$ cat src/rtl/part_2_target_fringe.sv
// Transactor between an initiator handshake and one mission-clocked partition:
// holds an input vector until a mission clock edge, returns the sampled response, and watchdogs idle/stalled periods.
module part_2_target_fringe #(
   parameter int WDOG_MAX = 10000,
   parameter int DATA_W   = 8
) (
   input  logic              clk_i,
   input  logic              rst_i,
   input  logic              clk_0_h,
   input  logic              rx_valid_i,
   input  logic [DATA_W:0]   rx_data_i,
   output logic              rx_ready_o,
   output logic              tx_valid_o,
   output logic [DATA_W:0]   tx_data_o,
   input  logic              tx_ready_i,
   output logic              wen0_o,
   output logic [DATA_W-1:0] i_data0_o,
   input  logic              sut_valid_i,
   input  logic [DATA_W-1:0] sut_o_data_i,
   output logic              freeze_clk_o,
   output logic              wdog_err_o,
   output logic              missed_edge_o,
   output logic [15:0]       txn_cnt_o
);

   // state     | meaning
   // WAIT_RX   | ready for an initiator vector; armed after the first transaction
   // WAIT_EDGE | vector held on the partition, waiting for a mission clock edge
   // SAMPLE    | capture the partition response
   // SEND      | response offered to the initiator
   // ERR       | watchdog expired; left only through reset
   localparam logic [2:0] WAIT_RX   = 3'd0;
   localparam logic [2:0] WAIT_EDGE = 3'd1;
   localparam logic [2:0] SAMPLE    = 3'd2;
   localparam logic [2:0] SEND      = 3'd3;
   localparam logic [2:0] ERR       = 3'd4;

   localparam logic [15:0] WDOG_LAST = 16'(WDOG_MAX - 1);

   logic [2:0]      state;
   logic [2:0]      state_nxt;
   logic            clk_0_d;
   logic            edge_r;
   logic            armed;
   logic [15:0]     wdog;
   logic            wdog_run;
   logic            wdog_trip;
   logic            accept;
   logic [DATA_W:0] hold;
   logic [DATA_W:0] tx_reg;

   assign accept = (state == WAIT_RX) && rx_valid_i;

   always_comb begin
      state_nxt = state;
      wdog_run  = 1'b0;
      case (state)
         WAIT_RX: begin
            wdog_run = armed;
            if (rx_valid_i) state_nxt = WAIT_EDGE;
         end
         WAIT_EDGE: if (edge_r) state_nxt = SAMPLE;
         SAMPLE:    state_nxt = SEND;
         SEND: begin
            wdog_run = 1'b1;
            if (tx_ready_i) state_nxt = WAIT_RX;
         end
         ERR:       state_nxt = ERR;
         default:   state_nxt = WAIT_RX;
      endcase
      // a state change in the same cycle clears the counter, so it wins over a trip
      wdog_trip = wdog_run && (wdog == WDOG_LAST) && (state_nxt == state);
      if (wdog_trip) state_nxt = ERR;
   end

   always_ff @(posedge clk_i) begin
      if (rst_i) begin
         state         <= WAIT_RX;
         clk_0_d       <= 1'b0;
         edge_r        <= 1'b0;
         armed         <= 1'b0;
         wdog          <= '0;
         hold          <= '0;
         tx_reg        <= '0;
         txn_cnt_o     <= '0;
         wdog_err_o    <= 1'b0;
         missed_edge_o <= 1'b0;
      end else begin
         clk_0_d       <= clk_0_h;
         edge_r        <= clk_0_h & ~clk_0_d;
         state         <= state_nxt;
         missed_edge_o <= edge_r && (state == WAIT_RX) && armed;
         if (state_nxt != state)
            wdog <= '0;
         else if (wdog_run)
            wdog <= wdog + 16'd1;
         if (accept) hold <= rx_data_i;
         if (state == SAMPLE) tx_reg <= {sut_valid_i, sut_o_data_i};
         if ((state == SEND) && tx_ready_i) begin
            armed     <= 1'b1;
            txn_cnt_o <= txn_cnt_o + 16'd1;
         end
         if (wdog_trip) wdog_err_o <= 1'b1;
      end
   end

   assign rx_ready_o   = (state == WAIT_RX);
   assign tx_valid_o   = (state == SEND);
   assign tx_data_o    = tx_reg;
   assign wen0_o       = hold[DATA_W];
   assign i_data0_o    = hold[DATA_W-1:0];
   assign freeze_clk_o = ((state == WAIT_RX) && armed) || (state == SEND) || (state == ERR);

endmodule

$ cat config.mk
export PLATFORM = sky130hd
export DESIGN_NAME = part_2_target_fringe
export DESIGN_NICKNAME = d
export VERILOG_FILES = /design/src/rtl/part_2_target_fringe.sv
export SDC_FILE = /design/constraint.sdc
export NUM_CORES = 1
export LEC_CHECK = 0
export CORE_MARGIN = 2
export CORE_UTILIZATION = 55
export DETAILED_ROUTE_END_ITERATION = 6
export DONT_BUFFER_PORTS = 1
export PLACE_DENSITY = 0.7
export SYNTH_ARGS = -nofsm -noshare
export SYNTH_HDL_FRONTEND = slang
export SYNTH_SLANG_ARGS = --single-unit
$ cat constraint.sdc
create_clock -name clk_i -period 4.55 [get_ports clk_i]
set_input_delay 0.91 -clock clk_i [delete_from_list [all_inputs] [get_ports clk_i]]
set_output_delay 0.91 -clock clk_i [all_outputs]
set_load 0.03 [all_outputs]
==> flow_summary.toml, run 1 <==
[status]
status = "completed"

[routing]
wire_per_inst_um = 14.5
avgViaCountPerCell = 5.80
wl_mm = 5.15
dr_wl_met2_mm = 2.44
drt-pass1-iter-count = 4
drc = 0
drt.antenna.violating_nets = 0
vias = 2059
highest_layer = "met4"
drtIter0Drc = 129
wl_met1_mm = 2.30
met3WireLength_um = 311

[power_and_ir_drop]
p_leak_uw = 0.000886
power_uw = 1000
p_per_area_nw_per_um2 = 372
peakVddDrop_v = 0.000251

[sta]
skew_ps = 5.94
post-route-period-util = 0.591
hold_viol = 0
relSlewSlack = 0.303
rsz0062_at_grt = "false"
tightest_slew_ps = 1040
clock.fmax_mhz = 372
layout_min_cycle_time_ps = 2690
setup_viol = 0
setup-tns-final_ps = 0
timing.final.max_slew_violations = 0

[cts]
cts_max_level = 3
insertion_delay_ps = 330
cts.path.max_buffers = 2
cts_buffers = 9
clk_pin_slew_worst_paths_ps = 60
post_cts.repair.setup_buffers = 0
cts-resized-gates = 0
cts_hold_buf = 0
cts_tree = "done"
clock-sinks = 58
cts-root-buf = "clkbuf_8"

[cells_and_area]
nNetsFinal = 323
layout.cells.most_common = "dfxtp_1"
insertedDiodeCount = 0
areaGrowthSynthToFinish_pct = 7.42
drive_above_1_share = 0.0693
final_cell_mix = "58 x dfxtp_1, 50 x nand2_1, 34 x a21oi_1"

[floorplanning]
die_w_um = 71.6
dieArea_um2 = 5120
top_level_ports = 62
core.rowCount = 24
start_util = 0.573
die_y_um = 71.6
core_um2 = 4380

[global_route]
antenna_found_initial = 0
grt_overflow = 0
grt_pass1_vias = 1864
grt_max_degree = 46
grt_pass1_wl_mm = 8.69
grtUsageTotal = 0.216

[yosys]
synthesis.area_um2 = 2510
synth-async-reset-ratio = 0
syn_nets = 324
synth_edf_count = 0
synth_area_per_cell_um2 = 8.40
synth-seq-cells = 58
synth_warnings = 0
yosysUniqueCellTypes = 44
synthCells = 299
synthFlopType = "dfxtp_1"
seq_area_frac_synth = 0.462

[setup_path]
critPathKind = "reg2out"
crit_fanout = 15
crit_chain = "nor2_1 > o31ai_1"
crit_arrival_ps = 1780
r2r_start = "wdog[4]$_SDFFE_PP0P_"
endpoint_kind = "output pin"
r2r-end = "wdog[5]$_SDFFE_PP0P_"
cpMaxStageDelayCell = "o31ai_1"
critPathMaxStageDelay_ps = 810
worstPathRequired_ps = 3640
reg2regPathDepth = 4
r2r_slack_ps = 2180
cp_top_family = "compound AO/OA/AOI/OAI gates"
critPathBufInv = 0
crit_path_start_kind = "flop"

[worst_hold_path]
worstHoldPathCells = 1
holdPathEnd = "edge_r$_SDFF_PP0_"
holdCritPathClass = "reg2reg"
hold_path_startpoint = "clk_0_d$_SDFF_PP0_"

[run]
maxCapViolations = 0

[placed_design]
portBuffers = 0
hpwlAfterDp_mm = 3.56
gp_congestion = 0.797
registers in the layout (all words and copies together), names as in the netlist:
register / count
edge_r: 1
hold: 9
tx_data_o: 9
state: 3
missed_edge_o: 1
wdog_err_o: 1
clk_0_d: 1
txn_cnt_o: 16
armed: 1
wdog: 16
logic make-up after synthesis:
logic type / count (synthesis) / synth area share
AO/OA/AOI/OAI: 62 / 0.146
XOR/XNOR: 16 / 0.0558
adder cells (fa/ha/maj): 2 / 0.00996
buffers and inverters: 18 / 0.0334
flip-flops: 58 / 0.462
multiplexers: 4 / 0.0164
AND/OR/NAND/NOR: 139 / 0.276
cells in the mapped netlist, types with 3 or more instances:
cell type | number | share of area
o31ai_1 | 4 | 0.012
xor2_1 | 7 | 0.024
nor2_1 | 28 | 0.042
and2_1 | 3 | 0.0075
a211oi_1 | 4 | 0.012
nand2_1 | 50 | 0.075
clkbuf_1 | 6 | 0.0090
nor4_1 | 5 | 0.012
nand2b_1 | 3 | 0.0075
o21ai_0 | 10 | 0.020
buf_1 | 3 | 0.0045
or3_1 | 8 | 0.020
nor2b_1 | 4 | 0.010
nor3_1 | 4 | 0.0080
nand3_1 | 8 | 0.016
mux2i_1 | 3 | 0.012
dfxtp_1 | 58 | 0.46
nand4_1 | 8 | 0.020
or4_1 | 4 | 0.012
inv_1 | 6 | 0.0090
a21oi_1 | 34 | 0.068
xnor2_1 | 9 | 0.031
through the flow:
step / hold slack, ps / setup WS [ps] / area (um^2) / util / std cells
after floorplan: 367 / 2230 / 2510 / - / 299
after global placement: 375 / 2080 / 2510 / 0.574 / 339
after detailed placement: 377 / 2070 / 2510 / 0.574 / 339
after CTS: 393 / 1830 / 2700 / 0.615 / 355
after global routing: 404 / 1770 / 2700 / 0.615 / 355
final: 388 / 1860 / 2700 / 0.615 / 355
cell type report:
class	count	area, um^2
Multi-Input combinational cell	223	1270
Inverter	6	22.5
Sequential cell	58	1160
Clock inverter	2	10.0
Clock buffer	14	173
Tap cell	52	65.1
Fill cell	394	1690
worst max-delay path by stage:
| stage | from | endpoint | slack, ps | cells past startpoint |
|---|---|---|---|---|
| 2_1_floorplan | state[2]$_SDFF_PP0_ | freeze_clk_o | 2230 | 3 |
| 3_3_place_gp | tx_ready_i | txn_cnt_o[13]$_SDFFE_PP0P_ | 2080 | 4 |
| 3_5_place_dp | tx_ready_i | txn_cnt_o[13]$_SDFFE_PP0P_ | 2070 | 4 |
| 4_1_cts | state[2]$_SDFF_PP0_ | freeze_clk_o | 1830 | 2 |
| 5_1_grt | state[2]$_SDFF_PP0_ | freeze_clk_o | 1770 | 2 |
| 6_report | state[2]$_SDFF_PP0_ | freeze_clk_o | 1860 | 2 |
routing by layer:
metal / up-vias / global-route usage
li1: 1058 / -
met1: 931 / 0.278
met2: 62 / 0.331
met3: 8 / 0.0619
met4: 0 / 0.109
met5: - / 0
where the power goes:
part           internal (uW)  leakage (uW)  switching (uW)
combinational           11.8      0.000321            24.8
clock                    241     0.0000965             184
sequential               517      0.000469            23.9
Power figures use the tool's default switching activity.
==> run 2: changes to the inputs <==
--- a/config.mk
+++ b/config.mk
@@ -9,7 +9,7 @@
 export CORE_UTILIZATION = 55
 export DETAILED_ROUTE_END_ITERATION = 6
 export DONT_BUFFER_PORTS = 1
-export PLACE_DENSITY = 0.7
+export PLACE_DENSITY = 0.73
 export SYNTH_ARGS = -nofsm -noshare
 export SYNTH_HDL_FRONTEND = slang
 export SYNTH_SLANG_ARGS = --single-unit
==> constraint.sdc (replaced) <==
create_clock -name clk_i -period 2.3 [get_ports clk_i]
set_input_delay 0.46 -clock clk_i [delete_from_list [all_inputs] [get_ports clk_i]]
set_output_delay 0.46 -clock clk_i [all_outputs]
set_load 0.03 [all_outputs]
==> run 2 against run 1 <==
Register-to-register slack got worse by 1900 ps. Power rose by 120%. Global-route usage barely moved. Largest power group unchanged.
==> flow_summary.toml, run 2 (synthesis results as in run 1) <==
[status]
status = "completed"

[cts]
cts_buffers = 9
clock-sinks = 58
cts_max_level = 3
cts.path.max_buffers = 2
post_cts.repair.setup_buffers = 0
insertion_delay_ps = 330
cts_hold_buf = 0
cts_tree = "done"
cts-root-buf = "clkbuf_8"
cts-resized-gates = 0
clk_pin_slew_worst_paths_ps = 70

[cells_and_area]
final_cell_mix = "58 x dfxtp_1, 50 x nand2_1, 34 x a21oi_1"
top_regs = "txn_cnt_o (16), wdog (16)"
fin_area_um2 = 2890
multi_input_area_um2 = 1270
drive_above_1_share = 0.133
layout.cells.most_common = "dfxtp_1"
areaGrowthSynthToFinish_pct = 15.1
insertedDiodeCount = 0
nNetsFinal = 344
regArea_um2 = 1160
fin_util = 0.660
instances_no_fill = 376
fill_cells = 374

[worst_hold_path]
hold_path_startpoint = "rst_i"
worstHoldPathCells = 1
holdPathEnd = "hold[8]$_SDFFE_PP0P_"
holdCritPathClass = "in2reg"

[routing]
avgViaCountPerCell = 5.76
drc = 0
wl_mm = 5.17
wire_per_inst_um = 13.7
drt.antenna.violating_nets = 0
drt-pass1-iter-count = 4
vias = 2165
drtIter0Drc = 185

[sta]
tightest_slew_ps = 500
layout_min_cycle_time_ps = 2030
post-route-period-util = 0.882
setup_viol = 0
hold_viol = 0
skew_ps = 7.42
rsz0062_at_grt = "false"
setup-tns-final_ps = 0
fin_ws_ps = 271
relSlewSlack = 0.658
clock.fmax_mhz = 493
timing.final.max_slew_violations = 0

[placed_design]
gp_congestion = 0.793
place_ws_ps = 304
dp_cells = 360
portBuffers = 0
hpwlAfterDp_mm = 3.59
place_area_um2 = 2670

[setup_path]
crit_path_start_kind = "flop"
endpoint_kind = "flop"
crit_fanout = 8
r2r_slack_ps = 270
crit_arrival_ps = 2300
reg2regPathDepth = 4
critPathKind = "reg2reg"
r2r_start = "state[0]$_SDFF_PP0_"
r2r-end = "wdog[15]$_SDFFE_PP0P_"
startpoint = "state[0]$_SDFF_PP0_"
worstPathRequired_ps = 2570

[global_route]
grt_pass1_vias = 1995
grt_pass1_wl_mm = 8.72
grtUsageTotal = 0.216
grt_overflow = 0
grt_max_degree = 46
antenna_found_initial = 0

[floorplanning]
core_um2 = 4380
die_y_um = 71.6
core.rowCount = 24
die_w_um = 71.6
top_level_ports = 62
start_util = 0.573
dieArea_um2 = 5120

[run]
maxCapViolations = 0

[power_and_ir_drop]
p_leak_uw = 0.00101
peakVddDrop_v = 0.000624
p_per_area_nw_per_um2 = 756
-- run 2: cell types whose count changed in the layout (fill, tap and decap cells not counted), sizes merged --
| cell | previous run | this run |
|---|---|---|
| buf | 0 | 21 |
| bufinv | 0 | 2 |
| clkbuf | 14 | 11 |
| clkinvlp | 0 | 1 |
-- run 2: area by class of cell --
| type | instances | area share |
|---|---|---|
| Multi-Input combinational cell | 223 | 0.438 |
| Sequential cell | 58 | 0.402 |
| Timing Repair Buffer | 21 | 0.0545 |
| Clock buffer | 11 | 0.0489 |
| Clock inverter | 5 | 0.0268 |
| Tap cell | 52 | 0.0225 |
| Inverter | 6 | 0.00779 |
-- run 2: how the worst max path moves through the flow --
stage / end / slack (ps) / cells past startpoint
after floorplan: wdog[15]$_SDFFE_PP0P_ / 260 / 6
after global placement: wdog[15]$_SDFFE_PP0P_ / 330 / 4
after detailed placement: wdog[15]$_SDFFE_PP0P_ / 300 / 4
after CTS: wdog[15]$_SDFFE_PP0P_ / 290 / 4
after global routing: wdog[15]$_SDFFE_PP0P_ / 200 / 4
final: wdog[15]$_SDFFE_PP0P_ / 270 / 4
-- run 2: worst max-delay path: stages (launching register included) --
cell	delay, ps
dfxtp_1	360
or3b_1	420
a2111o_1	540
or4_4	510
a21oi_2	130
-- run 2: metrics by stage --
| step | hold slack [ps] | total power, uW |
|---|---|---|
| after floorplan | 367 | 1160 |
| after global placement | 371 | 1180 |
| after detailed placement | 375 | 1180 |
| after CTS | 176 | 2210 |
| after global routing | 167 | 2260 |
| final | 187 | 2190 |
-- run 2: power by group --
group / total [uW] / internal [uW] / switching [uW]
Sequential: 1060 / 1020 / 41.0
Combinational: 94.6 / 36.9 / 57.7
Clock: 1030 / 636 / 391
Total: 2190 / 1700 / 490
-- run 2: routing by layer --
layer  up-vias  track usage  share of wire
met2        51        0.319           0.46
met1      1009        0.277           0.47
met5         -            0              0
met3        10       0.0717          0.051
li1       1095            -              -
met4         0        0.124          0.018
==> run 3: changes to the inputs <==
--- a/config.mk
+++ b/config.mk
@@ -5,10 +5,12 @@
 export SDC_FILE = /design/constraint.sdc
 export NUM_CORES = 1
 export LEC_CHECK = 0
+export ABC_AREA = 1
 export CORE_MARGIN = 2
 export CORE_UTILIZATION = 55
 export DETAILED_ROUTE_END_ITERATION = 6
 export DONT_BUFFER_PORTS = 1
+export HOLD_SLACK_MARGIN = 0.06
 export PLACE_DENSITY = 0.73
 export SYNTH_ARGS = -nofsm -noshare
 export SYNTH_HDL_FRONTEND = slang
==> run 3 against run 2 <==
Core utilization is 3.0 points lower. Area after synthesis increased by 17%. Final cell count rose by 34%. Critical path depth rose by 2. Sequential share of layout area is 4.0 points lower. Maximum frequency decreased by 3.6%. First-iteration DRC count down 25%. Design area is 11% higher. Routed wire length rose by 20%. Setup slack got worse by 75 ps. Power grew 4.0%. Via count rose by 20%. Critical path type is now reg2out. Critical endpoint is now freeze_clk_o. Highest routed layer unchanged.
==> flow_summary.toml, run 3 <==
[status]
status = "completed"

[cells_and_area]
drive_above_1_share = 0.130
insertedDiodeCount = 0
layout.cells.most_common = "nand2_1"
fill_cells = 453
areaGrowthSynthToFinish_pct = 9.92
top_regs = "txn_cnt_o (16), wdog (16)"
final_cell_mix = "109 x nand2_1, 65 x nor2_1, 57 x dfxtp_1"
nNetsFinal = 452

[setup_path]
critPathKind = "reg2out"
crit_path_start_kind = "flop"
worstPathRequired_ps = 1840
cpMaxStageDelayCell = "dfxtp_1"
cp_common_cell = "nand2_1"
critPathMaxStageDelay_ps = 360
endpoint_kind = "output pin"
crit_chain = "nor3_2 > nand2_1 > nand2_8 > inv_1 > nand2_1 > buf_12"
crit_arrival_ps = 1640
crit_fanout = 27

[routing]
vias = 2597
drt-pass1-iter-count = 4
wl_mm = 6.19
avgViaCountPerCell = 5.17
drc = 0
drt.antenna.violating_nets = 0
drtIter0Drc = 139
wire_per_inst_um = 12.3

[sta]
rsz0062_at_grt = "false"
relSlewSlack = 0.694
setup-tns-final_ps = 0
layout_min_cycle_time_ps = 2100
skew_ps = 7.18
clock.fmax_mhz = 475
setup_viol = 0
post-route-period-util = 0.915
timing.final.max_slew_violations = 0
tightest_slew_ps = 459
hold_ws_ps = 191
hold_viol = 0

[power_and_ir_drop]
p_leak_uw = 0.00115
peakVddDrop_v = 0.000413
p_per_area_nw_per_um2 = 707

[yosys]
synth_area_per_cell_um2 = 6.90
synthCells = 424
synth_warnings = 0
yosysMostFrequentCell = "nand2_1"
yosysUniqueCellTypes = 29
yosys-top-cells-area = "dfxtp_1 40%, nand2_1 14%, nor2_1 8.3%, a21oi_1 7.0%, nand3_1 5.8%"
synth-async-reset-ratio = 0
synth-seq-cells = 58
synthesis.area_um2 = 2930
synthTopCellsByCount = "109 x nand2_1, 65 x nor2_1, 58 x dfxtp_1"
synth_edf_count = 0
synth_top_area_cell = "dfxtp_1"
yosys.area.top_type_share = 0.397
synthFlopType = "dfxtp_1"
syn_nets = 449
seq_area_frac_synth = 0.397

[run]
maxCapViolations = 0

[floorplanning]
core_um2 = 5110
die_y_um = 76.9
core.rowCount = 26
die_w_um = 76.9
start_util = 0.573
dieArea_um2 = 5920
top_level_ports = 62

[global_route]
grt_max_degree = 33
grt_pass1_wl_mm = 10.5
grt_pass1_vias = 2443
grtUsageTotal = 0.223
grt_overflow = 0
antenna_found_initial = 0

[placed_design]
gp_congestion = 0.902
portBuffers = 0
hpwlAfterDp_mm = 4.31

[cts]
cts.path.max_buffers = 2
cts_tree = "done"
clock-sinks = 58
cts_buffers = 9
cts_hold_buf = 0
cts-root-buf = "clkbuf_8"
cts_max_level = 3
clk_pin_slew_worst_paths_ps = 70
insertion_delay_ps = 340

[worst_hold_path]
holdCritPathClass = "in2reg"
[run 3: changes by cell type after synthesis, moves of 7 or more]
cell,previous run,this run
inv_2,0,8
xnor2_1,9,1
nor2_4,0,11
nand2_1,50,109
nor2_1,28,65
or3_1,8,0
a21oi_1,34,41
inv_1,6,34
nand3_1,8,34
[run 3: through the flow]
step                 util  cells  total power (uW)  area [um^2]  worst slack, ps
floorplan               -    424              1220         2930              554
global placement    0.583    486              1220         2980              499
detailed placement  0.583    486              1220         2980              423
CTS                 0.628    502              2300         3210             41.6
global route        0.630    502              2360         3220             61.9
finish              0.630    502              2270         3220              196
[run 3: cell type report]
class / instances / area (um^2) / area share
Timing Repair Buffer: 5 / 50.0 / 0.0156
Tap cell: 70 / 87.6 / 0.0272
Multi-Input combinational cell: 311 / 1530 / 0.476
Clock inverter: 4 / 73.8 / 0.0229
Inverter: 42 / 158 / 0.0490
Clock buffer: 12 / 155 / 0.0482
Sequential cell: 58 / 1160 / 0.361
[run 3: worst paths after layout]
| check | startpoint | endpoint | slack [ps] | depth (start not counted) |
|---|---|---|---|---|
| setup / recovery | state[1]$_SDFF_PP0_ | freeze_clk_o | 200 | 6 |
| hold / removal | rst_i | txn_cnt_o[15]$_SDFFE_PP0P_ | 190 | 1 |
| setup reg to reg | wdog[0]$_SDFFE_PP0P_ | wdog[15]$_SDFFE_PP0P_ | 460 | 10 |
| hold reg to reg | clk_0_d$_SDFF_PP0_ | edge_r$_SDFF_PP0_ | 390 | 1 |
[run 3: what timing repair did]
item                       in CTS  in global routing
setup endpoints to repair       0                  1
setup buffers                   0                  0
hold endpoints to repair        0                  0
resized for setup               0                  2
[run 3: cells by family (layout without fill, tap and decap cells)]
group	after synthesis	count (layout)	share of synthesized area
AND/OR/NAND/NOR	247	247	0.394
AO/OA/AOI/OAI	54	54	0.0932
buffers and inverters	55	63	0.0834
flip-flops	58	58	0.397
XOR/XNOR	8	8	0.0239
adder cells (fa/ha/maj)	2	2	0.00855
[run 3: critical path, delay by kind of cell, from the launching register on]
kind	cells	cell delay, ps
and+or+nand+nor	4	710
DFF	1	360
buffers and inverters	2	220
[run 3: power by group]
part	internal, uW	switching (uW)	total [uW]
sequential	1020	44.5	1070
combinational	38.5	90.8	129
clock	669	405	1070
total	1730	541	2270
[run 3: routing by layer]
layer | wire [um] | part of all wire | vias to the layer above | global-route usage
li1 | - | - | 1355 | -
met1 | 2920 | 0.47 | 1136 | 0.271
met2 | 2590 | 0.42 | 95 | 0.349
met3 | 537 | 0.087 | 11 | 0.0682
met4 | 136 | 0.022 | 0 | 0.127
met5 | 0 | 0 | - | 0
